===== src/rtl/branch_compare_unit.sv =====
// Branch / set-less-than resolution unit. Borrows the core's combinational ALU
// for a SUB (condition flags) and, for branches, an ADD (PC+imm target).
module branch_compare_unit #(
  parameter int WIDTH = 32
) (
  input  logic             clk,
  input  logic             rst,
  input  logic             req_valid,
  output logic             req_ready,
  input  logic [3:0]       req_op,
  input  logic [WIDTH-1:0] req_a,
  input  logic [WIDTH-1:0] req_b,
  input  logic [WIDTH-1:0] req_pc,
  input  logic [WIDTH-1:0] req_imm,
  output logic [3:0]       alu_g_sel,
  output logic [WIDTH-1:0] alu_a,
  output logic [WIDTH-1:0] alu_b,
  input  logic [WIDTH-1:0] alu_g,
  input  logic [3:0]       alu_flags,
  output logic             resp_valid,
  input  logic             resp_ready,
  output logic             resp_taken,
  output logic [WIDTH-1:0] resp_result,
  output logic [WIDTH-1:0] resp_target,
  output logic             resp_illegal
);

  localparam logic [3:0] G_ADD = 4'b0000;
  localparam logic [3:0] G_SUB = 4'b0001;

  typedef enum logic [1:0] {
    S_IDLE,
    S_CMP,
    S_TGT,
    S_RESP
  } state_e;

  state_e           state_q, state_d;
  logic             taken_q, taken_d;
  logic [WIDTH-1:0] result_q, result_d;
  logic [WIDTH-1:0] target_q, target_d;
  logic             illegal_q, illegal_d;

  logic [3:0]       op_q;
  logic [WIDTH-1:0] a_q, b_q, pc_q, imm_q;
  logic             accept;

  logic flag_z, flag_c, flag_n, flag_v;
  logic eq, lt, ltu;

  // funct3 010/011 are holes in the branch space but are exactly SLT/SLTU
  // when op[3] is set, so legality flips on the same two bits.
  function automatic logic op_legal(input logic [3:0] op);
    logic hole;
    hole = (op[2:1] == 2'b01);
    return op[3] ? hole : !hole;
  endfunction

  function automatic logic branch_cond(input logic [2:0] f3, input logic c_eq,
                                       input logic c_lt, input logic c_ltu);
    logic c;
    case (f3)
      3'b000:  c = c_eq;
      3'b001:  c = !c_eq;
      3'b100:  c = c_lt;
      3'b101:  c = !c_lt;
      3'b110:  c = c_ltu;
      3'b111:  c = !c_ltu;
      default: c = 1'b0;
    endcase
    return c;
  endfunction

  assign {flag_z, flag_c, flag_n, flag_v} = alu_flags;

  // C is the carry of a + ~b + 1, so C=1 means no borrow.
  assign eq  = flag_z;
  assign ltu = !flag_c;
  assign lt  = flag_n ^ flag_v;

  always_ff @(posedge clk or posedge rst) begin
    if (rst) begin
      state_q   <= S_IDLE;
      taken_q   <= 1'b0;
      result_q  <= '0;
      target_q  <= '0;
      illegal_q <= 1'b0;
    end else begin
      state_q   <= state_d;
      taken_q   <= taken_d;
      result_q  <= result_d;
      target_q  <= target_d;
      illegal_q <= illegal_d;
    end
  end

  // Operand latches carry no reset; they are only read in CMP/TGT.
  always_ff @(posedge clk) begin
    if (accept) begin
      op_q  <= req_op;
      a_q   <= req_a;
      b_q   <= req_b;
      pc_q  <= req_pc;
      imm_q <= req_imm;
    end
  end

  always_comb begin
    state_d   = state_q;
    taken_d   = taken_q;
    result_d  = result_q;
    target_d  = target_q;
    illegal_d = illegal_q;
    accept    = 1'b0;
    alu_g_sel = G_ADD;
    alu_a     = '0;
    alu_b     = '0;

    case (state_q)
      S_IDLE: begin
        if (req_valid) begin
          accept    = 1'b1;
          taken_d   = 1'b0;
          result_d  = '0;
          target_d  = '0;
          illegal_d = !op_legal(req_op);
          state_d   = op_legal(req_op) ? S_CMP : S_RESP;
        end
      end
      S_CMP: begin
        alu_g_sel = G_SUB;
        alu_a     = a_q;
        alu_b     = b_q;
        if (op_q[3]) begin
          result_d = {{(WIDTH-1){1'b0}}, (op_q[0] ? ltu : lt)};
          taken_d  = 1'b0;
          state_d  = S_RESP;
        end else begin
          taken_d  = branch_cond(op_q[2:0], eq, lt, ltu);
          state_d  = S_TGT;
        end
      end
      S_TGT: begin
        alu_g_sel = G_ADD;
        alu_a     = pc_q;
        alu_b     = imm_q;
        target_d  = alu_g;
        state_d   = S_RESP;
      end
      S_RESP: begin
        if (resp_ready) begin
          state_d = S_IDLE;
        end
      end
      default: state_d = S_IDLE;
    endcase
  end

  assign req_ready    = (state_q == S_IDLE) && !rst;
  assign resp_valid   = (state_q == S_RESP);
  assign resp_taken   = taken_q;
  assign resp_result  = result_q;
  assign resp_target  = target_q;
  assign resp_illegal = illegal_q;

endmodule


===== config.mk =====
export PLATFORM = sky130hd
export DESIGN_NAME = branch_compare_unit
export DESIGN_NICKNAME = d
export VERILOG_FILES = /design/src/rtl/branch_compare_unit.sv
export SDC_FILE = /design/constraint.sdc
export NUM_CORES = 1
export LEC_CHECK = 0
export CORE_MARGIN = 4
export CORE_UTILIZATION = 45
export DETAILED_ROUTE_END_ITERATION = 10
export PLACE_DENSITY = 0.82
export REMOVE_ABC_BUFFERS = 1
export SLEW_MARGIN = 25
export SYNTH_ARGS = -nofsm -noshare
export SYNTH_HDL_FRONTEND = slang
export SYNTH_SLANG_ARGS = --single-unit
export TNS_END_PERCENT = 5

===== constraint.sdc =====
create_clock -name clk -period 6.9 [get_ports clk]
set_input_delay 1.38 -clock clk [delete_from_list [all_inputs] [get_ports clk]]
set_output_delay 1.38 -clock clk [all_outputs]
set_load 0.03 [all_outputs]

== Yosys cells after proc, flatten, opt, wreduce, memory -nomap -nowiden ==
Cells that the tools add are included.

* Input bits: 172
* Logic and storage cells: 59
* Bits in registers: 200
* Memories kept: 0
* Output and inout port bits: 136
* Latch bits: 0
* Memory bits (writable): 0
* Memory bits (read-only): 0

* Eq/ne operators: 12
* Multiply operators: 0
* Order comparisons: 0
* Reductions and logical operators: 16
* Bitwise logic cells: 1
* Shift-type cells: 0
* Div/mod/pow operators: 0
* Muxes and demuxes: 20
* $add $sub $neg: 0

{| class="wikitable"
|+ Operator list
! cell !! count
|-
| $pmux 32 s2 || 4
|-
| $mux 32 || 2
|-
| $eq 3x3->1 const B || 4
|-
| $mux 1 || 8
|-
| $pmux 2 s4 || 1
|-
| $reduce_and 2->1 || 4
|-
| $logic_not 1->1 || 6
|-
| $mux 2 || 3
|-
| $pmux 1 s6 || 1
|-
| $eq 2x1->1 const B || 2
|-
| $eq 2x2->1 const B || 2
|-
| $ne 2x2->1 const B || 2
|-
| $reduce_bool 2->1 || 2
|-
| $eq 3x1->1 const B || 1
|-
| $logic_not 3->1 || 1
|-
| $reduce_and 3->1 || 1
|-
| $logic_not 2->1 || 1
|-
| $ne 2x1->1 const B || 1
|-
| $pmux 1 s2 || 1
|-
| $logic_and 1x1->1 || 1
|-
| $xor 1x1->1 || 1
|}

== Longest topological paths before layout ==
Gate-level depths: netlist (run 1).

* Depth in word-level cells: 6
* Gate-level depth with buffers: 7

== Worst setup path before layout (run 1) ==
Ideal clock, no wire load.

* Path type: input to register
* Start: in req_valid
* End: reg target_q[0] (netlist: resp_target[0])
* Stages: 5
* Arrival time: 3.601 ns
* Setup slack: 3.178 ns
* Path through: and2_1 buf_2 a21oi_4 buf_6 a22o_1

* Longest elaborated chain between the ends: 2

{| class="wikitable"
|+ RTL lines
! element !! RTL line !! source
|-
| from (decl) || 8 || <nowiki>input logic req_valid,</nowiki>
|-
| $ne 2x2->1 (no line) || - ||
|-
| $reduce_and 2->1 (no line) || - ||
|-
| to (signal assigned) || 92 || <nowiki>target_q <= target_d;</nowiki>
|-
| to (decl) || 41 || <nowiki>logic [WIDTH-1:0] target_q, target_d;</nowiki>
|}

No other way between the ends.
A chain may end at the register's enable or synchronous reset.

== Worst setup path after layout (run 1) ==
* Start: reg state_q[0]
* End: out alu_b[28]

* Longest elaborated chain between the ends: 2

{| class="wikitable"
|+ RTL lines
! element !! RTL line !! source
|-
| from (decl) || 38 || <nowiki>state_e state_q, state_d;</nowiki>
|-
| from (signal assigned) || 89 || <nowiki>state_q <= state_d;</nowiki>
|-
| $eq 2x2->1 or $eq 2x1->1 (tied branches) || 119 || <nowiki>case (state_q)</nowiki>
|-
| $pmux 32 s2 (*) || 119 ||
|-
| to (decl) || 17 || <nowiki>output logic [WIDTH-1:0] alu_b,</nowiki>
|}

Mark *: on every way between the ends. The rest lies on a longest branch, timed or not.

==> results of run 1 <==
==> registers in the layout, summed over array words and instances (netlist names) <==
register      count
op_q              4
state_q           2
b_q              32
a_q              32
resp_illegal      1
resp_target      32
imm_q            32
pc_q             32
resp_result       1
resp_taken        1
==> worst max-delay path, stage by stage, from the launching register on <==
cell and delay (ps):
sky130_fd_sc_hd__dfrtp_1 400, sky130_fd_sc_hd__inv_1 170, sky130_fd_sc_hd__ha_2 520, sky130_fd_sc_hd__buf_4 530, sky130_fd_sc_hd__a22oi_1 190, sky130_fd_sc_hd__nor2b_1 170, sky130_fd_sc_hd__clkdlybuf4s50_1 720
==> where the power goes <==
part | switching (mW) | internal (mW) | total [mW] | leakage, nW
clock | 0.417 | 0.582 | 1.00 | 0.312
sequential | 0.0960 | 1.36 | 1.45 | 1.68
combinational | 1.31 | 0.930 | 2.24 | 1.64
total | 1.82 | 2.87 | 4.69 | 3.63
==> cells by family after synthesis <==
group | after synthesis
compound gates | 110
xor+xnor | 5
fa+ha+maj | 4
buf+inv | 69
flops | 169
other cells | 1
simple gates | 77
==> layer usage <==
| layer | GRT usage | wire length, um |
|---|---|---|
| met3 | 0.0821 | 1870 |
| met1 | 0.223 | 6390 |
| met2 | 0.352 | 9140 |
| met4 | 0.0617 | 202 |
| met5 | 0 | 0 |
==> stage by stage <==
step | utilization | worst slack [ps] | instance area, um2
floorplan | - | 1350 | 6460
detailed placement | 0.646 | 2810 | 9460
global route | 0.690 | 2160 | 10100
CTS | 0.689 | 2350 | 10100
global placement | 0.646 | 2910 | 9460
finish | 0.690 | 2380 | 10100
==> final cells by class <==
class	count	area, um2	area share
multi-input cells	230	1570	0.156
well taps	184	230	0.0228
clock buffers	19	464	0.0459
repair buffers	277	2760	0.273
flip-flops and latches	169	4890	0.484
inverters	5	18.8	0.00186
clock inverters	13	166	0.0165
==> worst max-delay path by stage <==
| stage | from | endpoint | slack, ps |
|---|---|---|---|
| 6_report | state_q[0] | alu_b[28] | 2380 |
| 2_1_floorplan | req_valid | resp_target[0] | 1350 |
| 3_3_place_gp | rst | req_ready | 2910 |
| 3_5_place_dp | state_q[1] | alu_b[26] | 2810 |
| 4_1_cts | state_q[1] | alu_b[28] | 2350 |
| 5_1_grt | state_q[0] | alu_b[28] | 2160 |
==> placed cells by master (no fill, tap or decap) <==
cell type | netlist | routed
sky130_fd_sc_hd__inv_4 | 0 | 1
sky130_fd_sc_hd__a2111oi_0 | 1 | 1
sky130_fd_sc_hd__inv_6 | 0 | 7
sky130_fd_sc_hd__nand2b_1 | 1 | 1
sky130_fd_sc_hd__o21ai_0 | 3 | 3
sky130_fd_sc_hd__nand2_1 | 2 | 2
sky130_fd_sc_hd__inv_8 | 0 | 2
sky130_fd_sc_hd__nor2_1 | 4 | 4
sky130_fd_sc_hd__and2_4 | 0 | 1
sky130_fd_sc_hd__buf_4 | 34 | 4
sky130_fd_sc_hd__clkinv_8 | 0 | 1
sky130_fd_sc_hd__conb_1 | 1 | 34
sky130_fd_sc_hd__xor2_1 | 3 | 3
sky130_fd_sc_hd__a211oi_1 | 1 | 1
sky130_fd_sc_hd__dfrtp_1 | 37 | 37
sky130_fd_sc_hd__a21o_1 | 2 | 2
sky130_fd_sc_hd__or3b_1 | 1 | 1
sky130_fd_sc_hd__bufinv_16 | 0 | 2
sky130_fd_sc_hd__and2_2 | 0 | 1
sky130_fd_sc_hd__a21oi_4 | 1 | 1
sky130_fd_sc_hd__nand4_1 | 1 | 1
sky130_fd_sc_hd__ha_2 | 0 | 2
sky130_fd_sc_hd__clkbuf_16 | 0 | 18
sky130_fd_sc_hd__clkdlybuf4s50_1 | 0 | 273
sky130_fd_sc_hd__a22o_1 | 33 | 33
sky130_fd_sc_hd__a21oi_1 | 4 | 4
sky130_fd_sc_hd__edfxtp_1 | 132 | 132
sky130_fd_sc_hd__ha_1 | 4 | 1
sky130_fd_sc_hd__xnor2_1 | 2 | 2
sky130_fd_sc_hd__inv_1 | 5 | 5
sky130_fd_sc_hd__a22oi_1 | 64 | 64
sky130_fd_sc_hd__ha_4 | 0 | 1
sky130_fd_sc_hd__o211ai_1 | 1 | 1
sky130_fd_sc_hd__clkbuf_8 | 0 | 1
sky130_fd_sc_hd__nor2b_1 | 66 | 66
==> results.toml, run 1 <==
[outcome]
outcome = "finished clean"

[cts]
cts_made_buffers = 17
postCtsResizedCells = 0
cts.clk_slew.worst_paths_ps = 70
ctsHoldBuffers = 0
number_of_buffers_on_the_longest_clock_path = 2
cts_tree = "done"
cts_max_level = 4
cts_root_buf = "sky130_fd_sc_hd__clkbuf_16"
clkLatencyLatePin_ps = 410
cts_setup_buffers = 0
clock_sinks = 169

[cells_and_area]
syn_to_final_growth_pct = 49.3
num-fill-cells = 1023
insertedDiodeCount = 0
post_route_cells_drive_above_1_share = 0.0589
finish.net_count = 876
layoutNonFillerInstCount = 897

[placed_design]
port-buffer-count = 273
place_inst = 865
routabilityCongestion = 0.783
dp.final_hpwl_um = 12600

[critical_path]
reg2reg_from = "state_q[0]"
worstReg2RegEnd = "pc_q[1]"
timing.critical_path.fanout_max = 44
cp-start-kind = "flop"
reg2reg_depth = 4
ff2ff_setup_slack_ps = 4150
data_required_time_of_the_critical_path_ps = 5520
critPathKind = "flop to primary output"
worstSetupEndpointType = "primary output"
arrival_ps = 3140

[logic_synthesis]
netlist-cell-type-count = 28
fraction_of_post_synthesis_cell_area_in_the_top_cell_type_by_area = 0.586
ys.warnings.count = 0
asyncSetResetFlopFracSynth = 0.219
postSynthRegisterBits = 169
ys_seq_area_frac = 0.723
yosys.area.top_type = "sky130_fd_sc_hd__edfxtp_1"
yosys.area_share.simple = 0.0694
syn-instance-count = 435
synthTopCellsByCount = "sky130_fd_sc_hd__edfxtp_1, sky130_fd_sc_hd__nor2b_1, sky130_fd_sc_hd__a22oi_1"
synthFlopType = "sky130_fd_sc_hd__edfxtp_1"
synth-compound-area-share = 0.127
synth.mux.area_fraction = 0
yosys.area_share.adder = 0.00740
synth_edf_count = 132
netlist_top_cells_area = "sky130_fd_sc_hd__edfxtp_1, sky130_fd_sc_hd__dfrtp_1, sky130_fd_sc_hd__a22oi_1"
synthMostInstantiatedCell = "sky130_fd_sc_hd__edfxtp_1"
mappedNetlistArea_mm2 = 0.00677
synth_top_family_by_area = "compound AO/OA/AOI/OAI gates"
syn_area_per_cell_um2 = 15.6
synth-xor-area-share = 0.00647

[timing]
post-route-period-util = 0.656
final.setup.tns_ps = 0
finalClockSkew_ps = 9.52
maxSlewViolCount = 0
fmaxAchievable_mhz = 221
worstMarginPinSlew_ps = 919
timing.final.crit_period_ps = 4520
grt_setup_unrepaired = "false"
finalSetupViolCount = 0
fin_hold_ws_ps = 509
worst_relative_slew_slack = 0.387
finalHoldViolCount = 0

[global_routing]
grt_start_max_net_pins = 70
gr-total-overflow = 0
number_of_antenna_violations_at_the_first_check_in_global_routing = 0
first_global_vias = 4863
grt_util_all_layers = 0.200
wire_length_of_the_first_global_routing_pass_um = 25700

[run]
maxCapViolCount = 0

[drt]
drtIter0Drc = 232
drt-pass1-iter-count = 4
drt.antenna.violating_nets = 0
drt_wl_total_um = 17600
drc_errors = 0
num_vias = 4531
post_drt_wl_per_cell_um = 19.6
via_per_inst = 5.05

[die]
die_height_um = 131
dieWidth_um = 131
die-area_mm2 = 0.0171
floorplan.io_pins = 308
row_count = 44
floorplan.core_area_mm2 = 0.0146
initial_utilization = 0.462

[min_path]
whs_path_depth = 1
worst_hold_startpoint = "resp_target[20]"
hold_path.class = "flop to flop"
min_to = "resp_target[20]"

[pwr]
leakage_power_figure_nw = 3.63
totalPowerFinal_mw = 4.69
power.density_cell_area_mw_per_mm2 = 464
vdd.ir_drop.worst_mv = 0.356
Note: power is estimated with default switching activity, not from simulation.
==> run 2, diff against run 1 <==
- CORE_UTILIZATION: 45 -> 42
- PLACE_DENSITY: 0.82 -> 0.77
- clock period: 6.9 -> 4.2 ns (I/O delays scaled with it)
==> run 2 against run 1 <==
  * Clock skew fell by 1.5 ps
  * Cell count grew 4.1%
  * Critical path depth unchanged
  * Sequential share of layout area is 0.30 points lower
  * Via count rose by 1.1%
  * Count of clock-buffer cells in the layout unchanged
  * Die area is 6.7% higher
  * Non-clock buffer count grew 4
  * Combinational power grew 65%
  * Sequential power up 65%
  * Global-route usage shrank 1.4 points
==> results.toml, run 2 (same netlist as run 1, synthesis figures left out) <==
[global_routing]
number_of_antenna_violations_at_the_first_check_in_global_routing = 1
grt_util_all_layers = 0.186
gr-total-overflow = 0
first_global_vias = 4844
grt_start_max_net_pins = 84
wire_length_of_the_first_global_routing_pass_um = 25900

[outcome]
outcome = "finished clean"

[critical_path]
critical_path.n_buffers_inverters = 3
cp-endpoint = "alu_a[22]"
cp-start-kind = "flop"
reg2reg_from = "state_q[0]"
worstReg2RegEnd = "resp_target[6]"
data_required_time_of_the_critical_path_ps = 3360
ff2ff_setup_slack_ps = 1810
arrival_ps = 3030
max_stage_delay_ps = 690
critPathKind = "flop to primary output"
cp_slowest_cell = "sky130_fd_sc_hd__clkdlybuf4s50_1"
worstSetupEndpointType = "primary output"
reg2reg_depth = 5
cpLargestDelayFamily = "buffers and inverters"
cp_cell_sequence = "inv_1 -> ha_2 -> buf_4 -> a22oi_1 -> nor2b_1 -> clkdlybuf4s50_1"
timing.critical_path.depth = 6
timing.critical_path.fanout_max = 32
worst_setup_path_startpoint = "state_q[1]"

[timing]
worstMarginPinSlew_ps = 782
fmaxAchievable_mhz = 258
finalSetupViolCount = 0
finalHoldViolCount = 0
worst_relative_slew_slack = 0.478
timing.final.crit_period_ps = 3870
finalClockSkew_ps = 7.98
grt_setup_unrepaired = "false"
maxSlewViolCount = 0
post-route-period-util = 0.922

[placed_design]
place_inst = 901
routabilityCongestion = 0.797
dp.final_hpwl_um = 12400
placement.cell_area_mm2 = 0.00954
port-buffer-count = 273

[cts]
number_of_buffers_on_the_longest_clock_path = 2
postCtsResizedCells = 0
cts_tree = "done"
cts_setup_buffers = 0
cts_made_buffers = 17
clkLatencyLatePin_ps = 420
clock_sinks = 169
ctsHoldBuffers = 0
cts_max_level = 4
cts_root_buf = "sky130_fd_sc_hd__clkbuf_16"
cts.clk_slew.worst_paths_ps = 70

[drt]
drt.antenna.violating_nets = 0
drc_errors = 0
num_vias = 4581
drtIter0Drc = 220
post_drt_wl_per_cell_um = 18.4
via_per_inst = 4.90
drt-pass1-iter-count = 4
drt_wl_total_um = 17200

[die]
floorplan.core_area_mm2 = 0.0158
die_height_um = 135
row_count = 46
floorplan.io_pins = 308
initial_utilization = 0.427
die-area_mm2 = 0.0182
dieWidth_um = 135

[cells_and_area]
layout.core_utilization = 0.642
syn_to_final_growth_pct = 50.3
final_cell_mix = "sky130_fd_sc_hd__clkdlybuf4s50_1, sky130_fd_sc_hd__edfxtp_1, sky130_fd_sc_hd__nor2b_1"
post_route_cell_area_mm2 = 0.0102
layout_commonest_cell = "sky130_fd_sc_hd__clkdlybuf4s50_1"
layoutNonFillerInstCount = 934
finish.net_count = 880
num-fill-cells = 1151
post_route_cells_drive_above_1_share = 0.0628

[min_path]
hold_path.class = "flop to flop"

[pwr]
power.density_cell_area_mw_per_mm2 = 756
leakage_power_figure_nw = 3.64
vdd.ir_drop.worst_mv = 0.461

[run]
maxCapViolCount = 0
[run 2: worst min-delay path by stage]
| stage | startpoint | to | slack (ps) | cells after the start |
|---|---|---|---|---|
| 5_1_grt | resp_target[24] | resp_target[24] | 520 | 1 |
| 2_1_floorplan | state_q[1] | state_q[1] | 500 | 1 |
| 4_1_cts | resp_taken | resp_taken | 510 | 1 |
| 3_5_place_dp | resp_taken | resp_taken | 490 | 1 |
| 6_report | resp_target[16] | resp_target[16] | 510 | 1 |
| 3_3_place_gp | resp_taken | resp_taken | 490 | 1 |
[run 2: stage by stage]
stage / total power [mW] / setup slack (ps) / hold slack (ps) / setup TNS, ps
2_1_floorplan: 4.60 / -813 / 502 / -62050
3_5_place_dp: 6.14 / 542 / 489 / 0
3_3_place_gp: 6.07 / 661 / 486 / 0
4_1_cts: 7.76 / 84.2 / 512 / 0
5_1_grt: 8.07 / 125 / 523 / 0
6_report: 7.68 / 327 / 511 / 0
[run 2: report_power, final]
| part | total (mW) | internal (mW) | switching, mW |
|---|---|---|---|
| sequential | 2.39 | 2.23 | 0.162 |
| clock | 1.60 | 0.930 | 0.672 |
| combinational | 3.69 | 1.55 | 2.14 |
[run 2: per-layer routing]
metal / share of wire / up-vias / track usage
met5: 0 / - / 0
met4: 0.019 / 0 / 0.0617
met3: 0.11 / 23 / 0.0771
met2: 0.51 / 244 / 0.319
met1: 0.37 / 2200 / 0.211
li1: - / 2114 / -
[run 2: area by class of cell]
cell class | count | area, um2 | area share
clock buffer | 19 | 454 | 0.0447
sequential | 169 | 4890 | 0.481
timing repair buffer | 281 | 2810 | 0.276
inverter | 5 | 18.8 | 0.00185
tap | 216 | 270 | 0.0266
clock inverter | 13 | 155 | 0.0153
antenna | 1 | 2.50 | 0.000246
multi-input combinational | 230 | 1570 | 0.155
